## config.mk

```make
export PLATFORM = sky130hd
export DESIGN_NAME = encoder_mem_rd_arbiter_flat
export DESIGN_NICKNAME = d
export VERILOG_FILES = /design/src/rtl/encoder_mem_rd_arbiter_if.sv /design/src/rtl/encoder_mem_rd_arbiter.sv /design/src/flat_wrapper.sv
export SDC_FILE = /design/constraint.sdc
export NUM_CORES = 1
export LEC_CHECK = 0
export ABC_CLOCK_PERIOD_IN_PS = 3830
export BUFFER_PORTS_ARGS = -buffer_cell sky130_fd_sc_hd__buf_2
export CAP_MARGIN = 20
export CELL_PAD_IN_SITES_DETAIL_PLACEMENT = 0
export CELL_PAD_IN_SITES_GLOBAL_PLACEMENT = 1
export CORE_AREA = 8 8 447 449
export CTS_CLUSTER_SIZE = 28
export DETAILED_ROUTE_END_ITERATION = 8
export DIE_AREA = 0 0 455 457
export PLACE_DENSITY = 0.35
export SYNTH_ARGS = -nofsm -noshare
export SYNTH_HDL_FRONTEND = slang
export SYNTH_SLANG_ARGS = --single-unit
```

## constraint.sdc

```tcl
create_clock -name clk -period 3.83 [get_ports clk]
set_clock_uncertainty 0.2 [all_clocks]
set_input_delay 0.1915 -clock clk [delete_from_list [all_inputs] [get_ports clk]]
set_output_delay 0.1915 -clock clk [all_outputs]
set_load 0.05 [all_outputs]
```

## src/rtl/encoder_mem_rd_arbiter_if.sv

```systemverilog
// ----------------------------------------------------------------------------
// encoder_mem_rd_arbiter_if
//
// Purpose: bundles the encoder's external memory read port so the arbiter
// and the memory (or a testbench standing in for it) connect with one port.
//
// Signals:
//   mem_rd_en     request valid, driven by the arbiter (master)
//   mem_rd_addr   request address, driven by the arbiter
//   mem_rd_ready  memory accepts the request this cycle
//   mem_rd_data   returned read data
//   mem_rd_valid  read data beat, returned in issue order
//
// Modports: master = arbiter side, slave = memory side.
// ----------------------------------------------------------------------------
interface encoder_mem_rd_arbiter_if #(
    parameter int ADDR_WIDTH = 32,
    parameter int BUS_WIDTH  = 512
);
    logic                  mem_rd_en;
    logic [ADDR_WIDTH-1:0] mem_rd_addr;
    logic                  mem_rd_ready;
    logic [BUS_WIDTH-1:0]  mem_rd_data;
    logic                  mem_rd_valid;

    modport master (
        output mem_rd_en,
        output mem_rd_addr,
        input  mem_rd_ready,
        input  mem_rd_data,
        input  mem_rd_valid
    );

    modport slave (
        input  mem_rd_en,
        input  mem_rd_addr,
        output mem_rd_ready,
        output mem_rd_data,
        output mem_rd_valid
    );
endinterface

```

## src/rtl/encoder_mem_rd_arbiter.sv

```systemverilog
// ----------------------------------------------------------------------------
// encoder_mem_rd_arbiter
//
// Purpose: shares the encoder's single memory read port among NUM_REQ
// requesters (0 = tokenizer, 1 = embedding lookup, 2 = transformer layer).
// The granted request is registered onto the memory port, its requester ID is
// pushed into an in-order ID FIFO, and each returning read beat is routed back
// to the requester at the FIFO head.
//
// Configuration macro: ENC_ARB_ROUND_ROBIN_EN
//   defined   -> round-robin arbitration, search starts after the last grant
//   undefined -> fixed priority, lowest index wins
//
// Ports:
//   clk, rst_n      clock, asynchronous active-low reset
//   req_en          per-requester read request, held until accepted
//   req_addr        per-requester read address
//   req_ready       one-hot grant (combinational)
//   rsp_valid       one-hot response strobe (registered)
//   rsp_data        response data, broadcast to all requesters (registered)
//   outstanding     ID FIFO occupancy
//   err_unexpected  sticky: a read beat arrived with no outstanding request
//   mem             memory read port (master modport)
//
// MAX_OUTSTANDING must be a power of two and at least 2.
// ----------------------------------------------------------------------------
module encoder_mem_rd_arbiter #(
    parameter int NUM_REQ         = 3,
    parameter int BUS_WIDTH       = 512,
    parameter int ADDR_WIDTH      = 32,
    parameter int MAX_OUTSTANDING = 8
) (
    input  logic                                clk,
    input  logic                                rst_n,
    input  logic [NUM_REQ-1:0]                  req_en,
    input  logic [NUM_REQ-1:0][ADDR_WIDTH-1:0]  req_addr,
    output logic [NUM_REQ-1:0]                  req_ready,
    output logic [NUM_REQ-1:0]                  rsp_valid,
    output logic [BUS_WIDTH-1:0]                rsp_data,
    output logic [$clog2(MAX_OUTSTANDING):0]    outstanding,
    output logic                                err_unexpected,
    encoder_mem_rd_arbiter_if.master            mem
);

    localparam int IDX_W = $clog2(NUM_REQ);
    localparam int PTR_W = $clog2(MAX_OUTSTANDING);
    localparam int CNT_W = PTR_W + 1;

    logic [IDX_W-1:0]      id_fifo [MAX_OUTSTANDING];
    logic [PTR_W-1:0]      head;
    logic [PTR_W-1:0]      tail;
    logic                  mem_rd_en_q;
    logic [ADDR_WIDTH-1:0] mem_rd_addr_q;
    logic                  slot_free;
    logic                  grant_found;
    logic [IDX_W-1:0]      grant_idx;
    logic                  accept;
    logic                  pop;

    assign mem.mem_rd_en   = mem_rd_en_q;
    assign mem.mem_rd_addr = mem_rd_addr_q;

    // Occupancy is the pre-pop value, so a full FIFO blocks a grant even in
    // a cycle where a response frees an entry.
    assign slot_free = (!mem_rd_en_q || mem.mem_rd_ready) &&
                       (outstanding < CNT_W'(MAX_OUTSTANDING));
    assign accept    = slot_free && grant_found;
    assign pop       = mem.mem_rd_valid && (outstanding != '0);

`ifdef ENC_ARB_ROUND_ROBIN_EN
    logic [IDX_W-1:0] last;
    logic [IDX_W-1:0] cand;

    // Walk the candidates from farthest to nearest after 'last' so the
    // nearest requesting index is the final one written.
    always_comb begin
        grant_found = 1'b0;
        grant_idx   = '0;
        cand        = '0;
        for (int off = NUM_REQ; off >= 1; off--) begin
            cand = IDX_W'((int'(last) + off) % NUM_REQ);
            if (req_en[cand]) begin
                grant_found = 1'b1;
                grant_idx   = cand;
            end
        end
    end

    always_ff @(posedge clk or negedge rst_n) begin
        if (!rst_n) begin
            last <= IDX_W'(NUM_REQ - 1);
        end else if (accept) begin
            last <= grant_idx;
        end
    end
`else
    // Fixed priority: descending scan leaves the lowest requesting index.
    always_comb begin
        grant_found = 1'b0;
        grant_idx   = '0;
        for (int i = NUM_REQ - 1; i >= 0; i--) begin
            if (req_en[i]) begin
                grant_found = 1'b1;
                grant_idx   = IDX_W'(i);
            end
        end
    end
`endif

    always_comb begin
        req_ready = '0;
        if (accept) begin
            req_ready[grant_idx] = 1'b1;
        end
    end

    // ID storage needs no reset; only entries between head and tail matter.
    always_ff @(posedge clk) begin
        if (accept) begin
            id_fifo[tail] <= grant_idx;
        end
    end

    // The memory request register holds under backpressure and drops once
    // the memory has taken the request and nothing new was granted.
    always_ff @(posedge clk or negedge rst_n) begin
        if (!rst_n) begin
            mem_rd_en_q    <= 1'b0;
            mem_rd_addr_q  <= '0;
            head           <= '0;
            tail           <= '0;
            outstanding    <= '0;
            rsp_valid      <= '0;
            rsp_data       <= '0;
            err_unexpected <= 1'b0;
        end else begin
            if (accept) begin
                mem_rd_en_q   <= 1'b1;
                mem_rd_addr_q <= req_addr[grant_idx];
                tail          <= tail + 1'b1;
            end else if (mem.mem_rd_ready) begin
                mem_rd_en_q <= 1'b0;
            end

            if (pop) begin
                head <= head + 1'b1;
            end

            case ({accept, pop})
                2'b10:   outstanding <= outstanding + 1'b1;
                2'b01:   outstanding <= outstanding - 1'b1;
                default: outstanding <= outstanding;
            endcase

            rsp_valid <= pop ? (NUM_REQ'(1) << id_fifo[head]) : '0;
            if (pop) begin
                rsp_data <= mem.mem_rd_data;
            end

            // A beat with nothing outstanding is dropped and flagged.
            if (mem.mem_rd_valid && (outstanding == '0)) begin
                err_unexpected <= 1'b1;
            end
        end
    end

endmodule

```

## src/flat_wrapper.sv

```systemverilog
// flat-port wrapper written by rule: the top's interface ports become plain ports
module encoder_mem_rd_arbiter_flat 
#(
    parameter int NUM_REQ         = 3,
    parameter int BUS_WIDTH       = 512,
    parameter int ADDR_WIDTH      = 32,
    parameter int MAX_OUTSTANDING = 8
)
  (clk, rst_n, req_en, req_addr, req_ready, rsp_valid, rsp_data, outstanding, err_unexpected, mem_mem_rd_en, mem_mem_rd_addr, mem_mem_rd_ready, mem_mem_rd_data, mem_mem_rd_valid);
  encoder_mem_rd_arbiter_if #(.ADDR_WIDTH(ADDR_WIDTH), .BUS_WIDTH(BUS_WIDTH)) mem_i ();
  input  logic clk;
  input  logic rst_n;
  input  logic [NUM_REQ-1:0] req_en;
  input  logic [NUM_REQ-1:0][ADDR_WIDTH-1:0] req_addr;
  output logic [NUM_REQ-1:0] req_ready;
  output logic [NUM_REQ-1:0] rsp_valid;
  output logic [BUS_WIDTH-1:0] rsp_data;
  output logic [$clog2(MAX_OUTSTANDING):0] outstanding;
  output logic err_unexpected;
  output wire logic [$bits(mem_i.mem_rd_en)-1:0] mem_mem_rd_en;
  output wire logic [$bits(mem_i.mem_rd_addr)-1:0] mem_mem_rd_addr;
  input wire logic [$bits(mem_i.mem_rd_ready)-1:0] mem_mem_rd_ready;
  input wire logic [$bits(mem_i.mem_rd_data)-1:0] mem_mem_rd_data;
  input wire logic [$bits(mem_i.mem_rd_valid)-1:0] mem_mem_rd_valid;
  assign mem_mem_rd_en = mem_i.mem_rd_en;
  assign mem_mem_rd_addr = mem_i.mem_rd_addr;
  assign mem_i.mem_rd_ready = mem_mem_rd_ready;
  assign mem_i.mem_rd_data = mem_mem_rd_data;
  assign mem_i.mem_rd_valid = mem_mem_rd_valid;
  encoder_mem_rd_arbiter #(.NUM_REQ(NUM_REQ), .BUS_WIDTH(BUS_WIDTH), .ADDR_WIDTH(ADDR_WIDTH), .MAX_OUTSTANDING(MAX_OUTSTANDING)) u_core (.clk(clk), .rst_n(rst_n), .req_en(req_en), .req_addr(req_addr), .req_ready(req_ready), .rsp_valid(rsp_valid), .rsp_data(rsp_data), .outstanding(outstanding), .err_unexpected(err_unexpected), .mem(mem_i));
endmodule
```

==> qor.yml <==
cts:
  cts_tree: "built"
  cts.sinks: 575
  htree_levels: 3
  cts.reportedPaths.clkPinSlew_ns: 0.06
  clockBufferDepth: 3
  holdBufCountCts: 957
  cts_buffers: 85
  root_buffer: "clkbuf_16"
  cts.repair.resized: 0
  post_cts_buffers: 0
  clock_latency_ns: 0.68
global_routing:
  grt_max_degree: 140
  antenna_found_initial: 32
  grtUsageTotal_pct: 12.9
  globalRouteOverflowTotal: 0
  first_global_vias: 26900
  grt_pass1_wl_microns: 197000
synthesis:
  synth_area_leader_cell: "dfrtp_1"
  ys_seq_area_share_pct: 64.5
  synth-seq-cells: 575
  synthTopCellsByCount: "1548 x nand2_1, 559 x dfrtp_1, 59 x buf_2, 36 x nor2_1, 35 x buf_4"
  yosysWarnings: 0
  syn_inst: 2446
  syn_nets: 3066
  synth.distinct_cells: 37
  synth_edf_count: 16
  synth_area_leaders: "dfrtp_1 62%, nand2_1 26%, edfxtp_1 2.1%"
  yosysTopAreaCellShare_pct: 62.4
  avgSynthCellArea_sq_um: 9.17
  synthArstFlopShare_pct: 97.2
  synth_ff_type: "dfrtp_1"
  yosysMostFrequentCell: "nand2_1"
  netlist_area_sq_um: 22400
floorplan:
  row_count: 162
  die_h_microns: 457
  coreArea_sq_um: 193000
  dieArea_sq_um: 208000
  die_width_microns: 455
  start_util_pct: 11.6
  io_pins: 1171
pwr:
  leakage_nw: 22.6
  power_density_nw_per_um2: 676
  ir_drop_v: 0.000304
min_path:
  min_from: "mem_mem_rd_data[206]"
  hp-class: "in2reg"
critical_path:
  crit_slowest_cell: "dlygate4sd3_1"
  worstRegToRegCells: 8
  regToRegSetupSlack_ns: 0.69
  arrival_ns: 2.80
  worstPathCellList: "dlygate4sd3_1 -> buf_2 -> nor3_1 -> dlygate4sd3_1 -> nor3_2 -> inv_2 -> buf_4 -> nor3_1 -> buf_2"
  r2r_end: "u_core.rsp_data[452]$_DFFE_PN0P_"
  setup.worst_path.start: "req_en[0]"
  path_class: "in2out"
  startpoint_type: "primary input"
  max_stage_delay_ns: 0.65
  setup.worst_path.end_class: "output port"
  rr_startpoint: "u_core.outstanding[1]$_DFFE_PN0P_"
  crit_end: "req_ready[0]"
  worstPathMaxFanout: 42
  cp_data_required_time_ns: 3.44
place:
  dpl.hpwl_microns: 105000
  portBuffers: 1170
  placed_cells: 6062
  gp_congestion: 0.764
detailed_routing:
  via_per_inst: 3.38
  wl_microns: 140000
  dr.first_iter.drc_count: 941
  ant_nets: 0
  drt_pre_antenna_iters: 5
  drc: 0
  routedWlPerCell_microns: 19.4
  num_vias: 24300
timing:
  slew_headroom_pct: 32.8
  finalSetupTns_ns: 0
  hold_viol_final: 0
  fin_crit_sh_pct: 83.4
  fmax_ghz: 0.313
  slew_violations: 0
  final.min_clock_period_ns: 3.19
  setup_viol: 0
  tightest_slew_ns: 1.01
  rsz0062_at_grt: "false"
cells_and_area:
  final_layout_size_suffix_gt1_share_pct: 29.2
  finish.net_count: 5184
  num-fill-cells: 21600
  stdcell_count: 7193
  areaGrowthSynthToFinish_pct: 94.7
outcome:
  status: "finished, final reports clean"
job:
  drv_cap: 0
[metrics by stage]
| stage | hold WS [ns] | total power, mW | setup slack, ns | utilization (%) | area, sq um |
|---|---|---|---|---|---|
| final | 0.0952 | 29.5 | 0.637 | 22.6 | 43700 |
| after global routing | 0.0357 | 31.3 | 0.396 | 22.6 | 43700 |
| after floorplan | -0.304 | 16.8 | 0.885 | - | 22400 |
| after global placement | 0.120 | 20.9 | 0.870 | 16.2 | 31200 |
| after CTS | 0.000441 | 30.3 | 0.555 | 22.6 | 43600 |
| after detailed placement | 0.121 | 20.9 | 0.924 | 16.2 | 31200 |
[flip-flops by register name (all words and copies together) (netlist names)]
register,flops
u_core.err_unexpected,1
u_core.id_fifo,16
u_core.mem.mem_rd_addr,32
u_core.tail,3
u_core.head,3
u_core.mem.mem_rd_en,1
u_core.rsp_data,512
u_core.rsp_valid,3
u_core.outstanding,4
[placed cells by master (no fill, tap or decap), types with 22 or more instances in the layout]
| cell | synthesis | layout |
|---|---|---|
| dlygate4sd3_1 | 0 | 956 |
| diode_2 | 0 | 22 |
| a21o_1 | 34 | 34 |
| buf_2 | 59 | 1169 |
| nor2_1 | 36 | 36 |
| clkbuf_8 | 0 | 24 |
| mux2i_1 | 34 | 34 |
| a211oi_1 | 32 | 32 |
| buf_4 | 35 | 23 |
| clkbuf_16 | 0 | 85 |
| nand2_1 | 1548 | 1548 |
| dfrtp_1 | 559 | 559 |
[layer usage]
layer  share of wire, %  GRT usage [%]  wire (microns)  vias up
li1                   -              -               -    11800
met1                 40           14.6           55500    11500
met2                 47           21.6           65700      862
met3                9.3           5.02           13000      199
met4                3.8           5.33            5310        6
met5              0.024              0              34        -
[power by group]
group / switching, mW / internal, mW / leakage, nW
clock: 3.30 / 4.65 / 1.36
sequential: 0.952 / 7.75 / 6.96
combinational: 9.67 / 3.19 / 14.3
[kinds of logic (layout without fill, tap and decap cells)]
kind of cell | Yosys count | after routing | synth area share (%)
buf+inv | 137 | 2320 | 3.31
compound gates | 71 | 71 | 2.35
fa+ha+maj | 5 | 5 | 0.279
xor+xnor | 9 | 9 | 0.351
mux | 39 | 39 | 1.87
flops | 575 | 575 | 64.5
simple gates | 1610 | 1610 | 27.3
other cells | 0 | 22 | 0
[critical path, delay by kind of cell]
kind                   cells  cell delay, ns
buffers and inverters      6            2.06
AND/OR/NAND/NOR            3            0.52
[area by class of cell]
cell class / instances / area (sq um) / area share (%)
diodes: 22 / 55.1 / 0.126
well taps: 2542 / 3180 / 7.28
clock inverters: 23 / 248 / 0.567
multi-input cells: 1734 / 7230 / 16.6
clock buffers: 129 / 2530 / 5.80
repair buffers: 2165 / 15900 / 36.5
flip-flops and latches: 575 / 14500 / 33.1
inverters: 3 / 18.8 / 0.0430
[how the worst min path moves through the flow]
stage / cells after the start / slack, ns / to
2_1_floorplan: 0 / -0.30 / u_core.err_unexpected$_DFFE_PN0P_
3_3_place_gp: 1 / 0.12 / u_core.rsp_data[235]$_DFFE_PN0P_
3_5_place_dp: 1 / 0.12 / u_core.rsp_data[235]$_DFFE_PN0P_
4_1_cts: 4 / 0.0004 / u_core.rsp_data[387]$_DFFE_PN0P_
5_1_grt: 4 / 0.04 / u_core.rsp_data[4]$_DFFE_PN0P_
6_report: 4 / 0.1 / u_core.rsp_data[206]$_DFFE_PN0P_
Note: power is estimated with default switching activity, not from simulation.
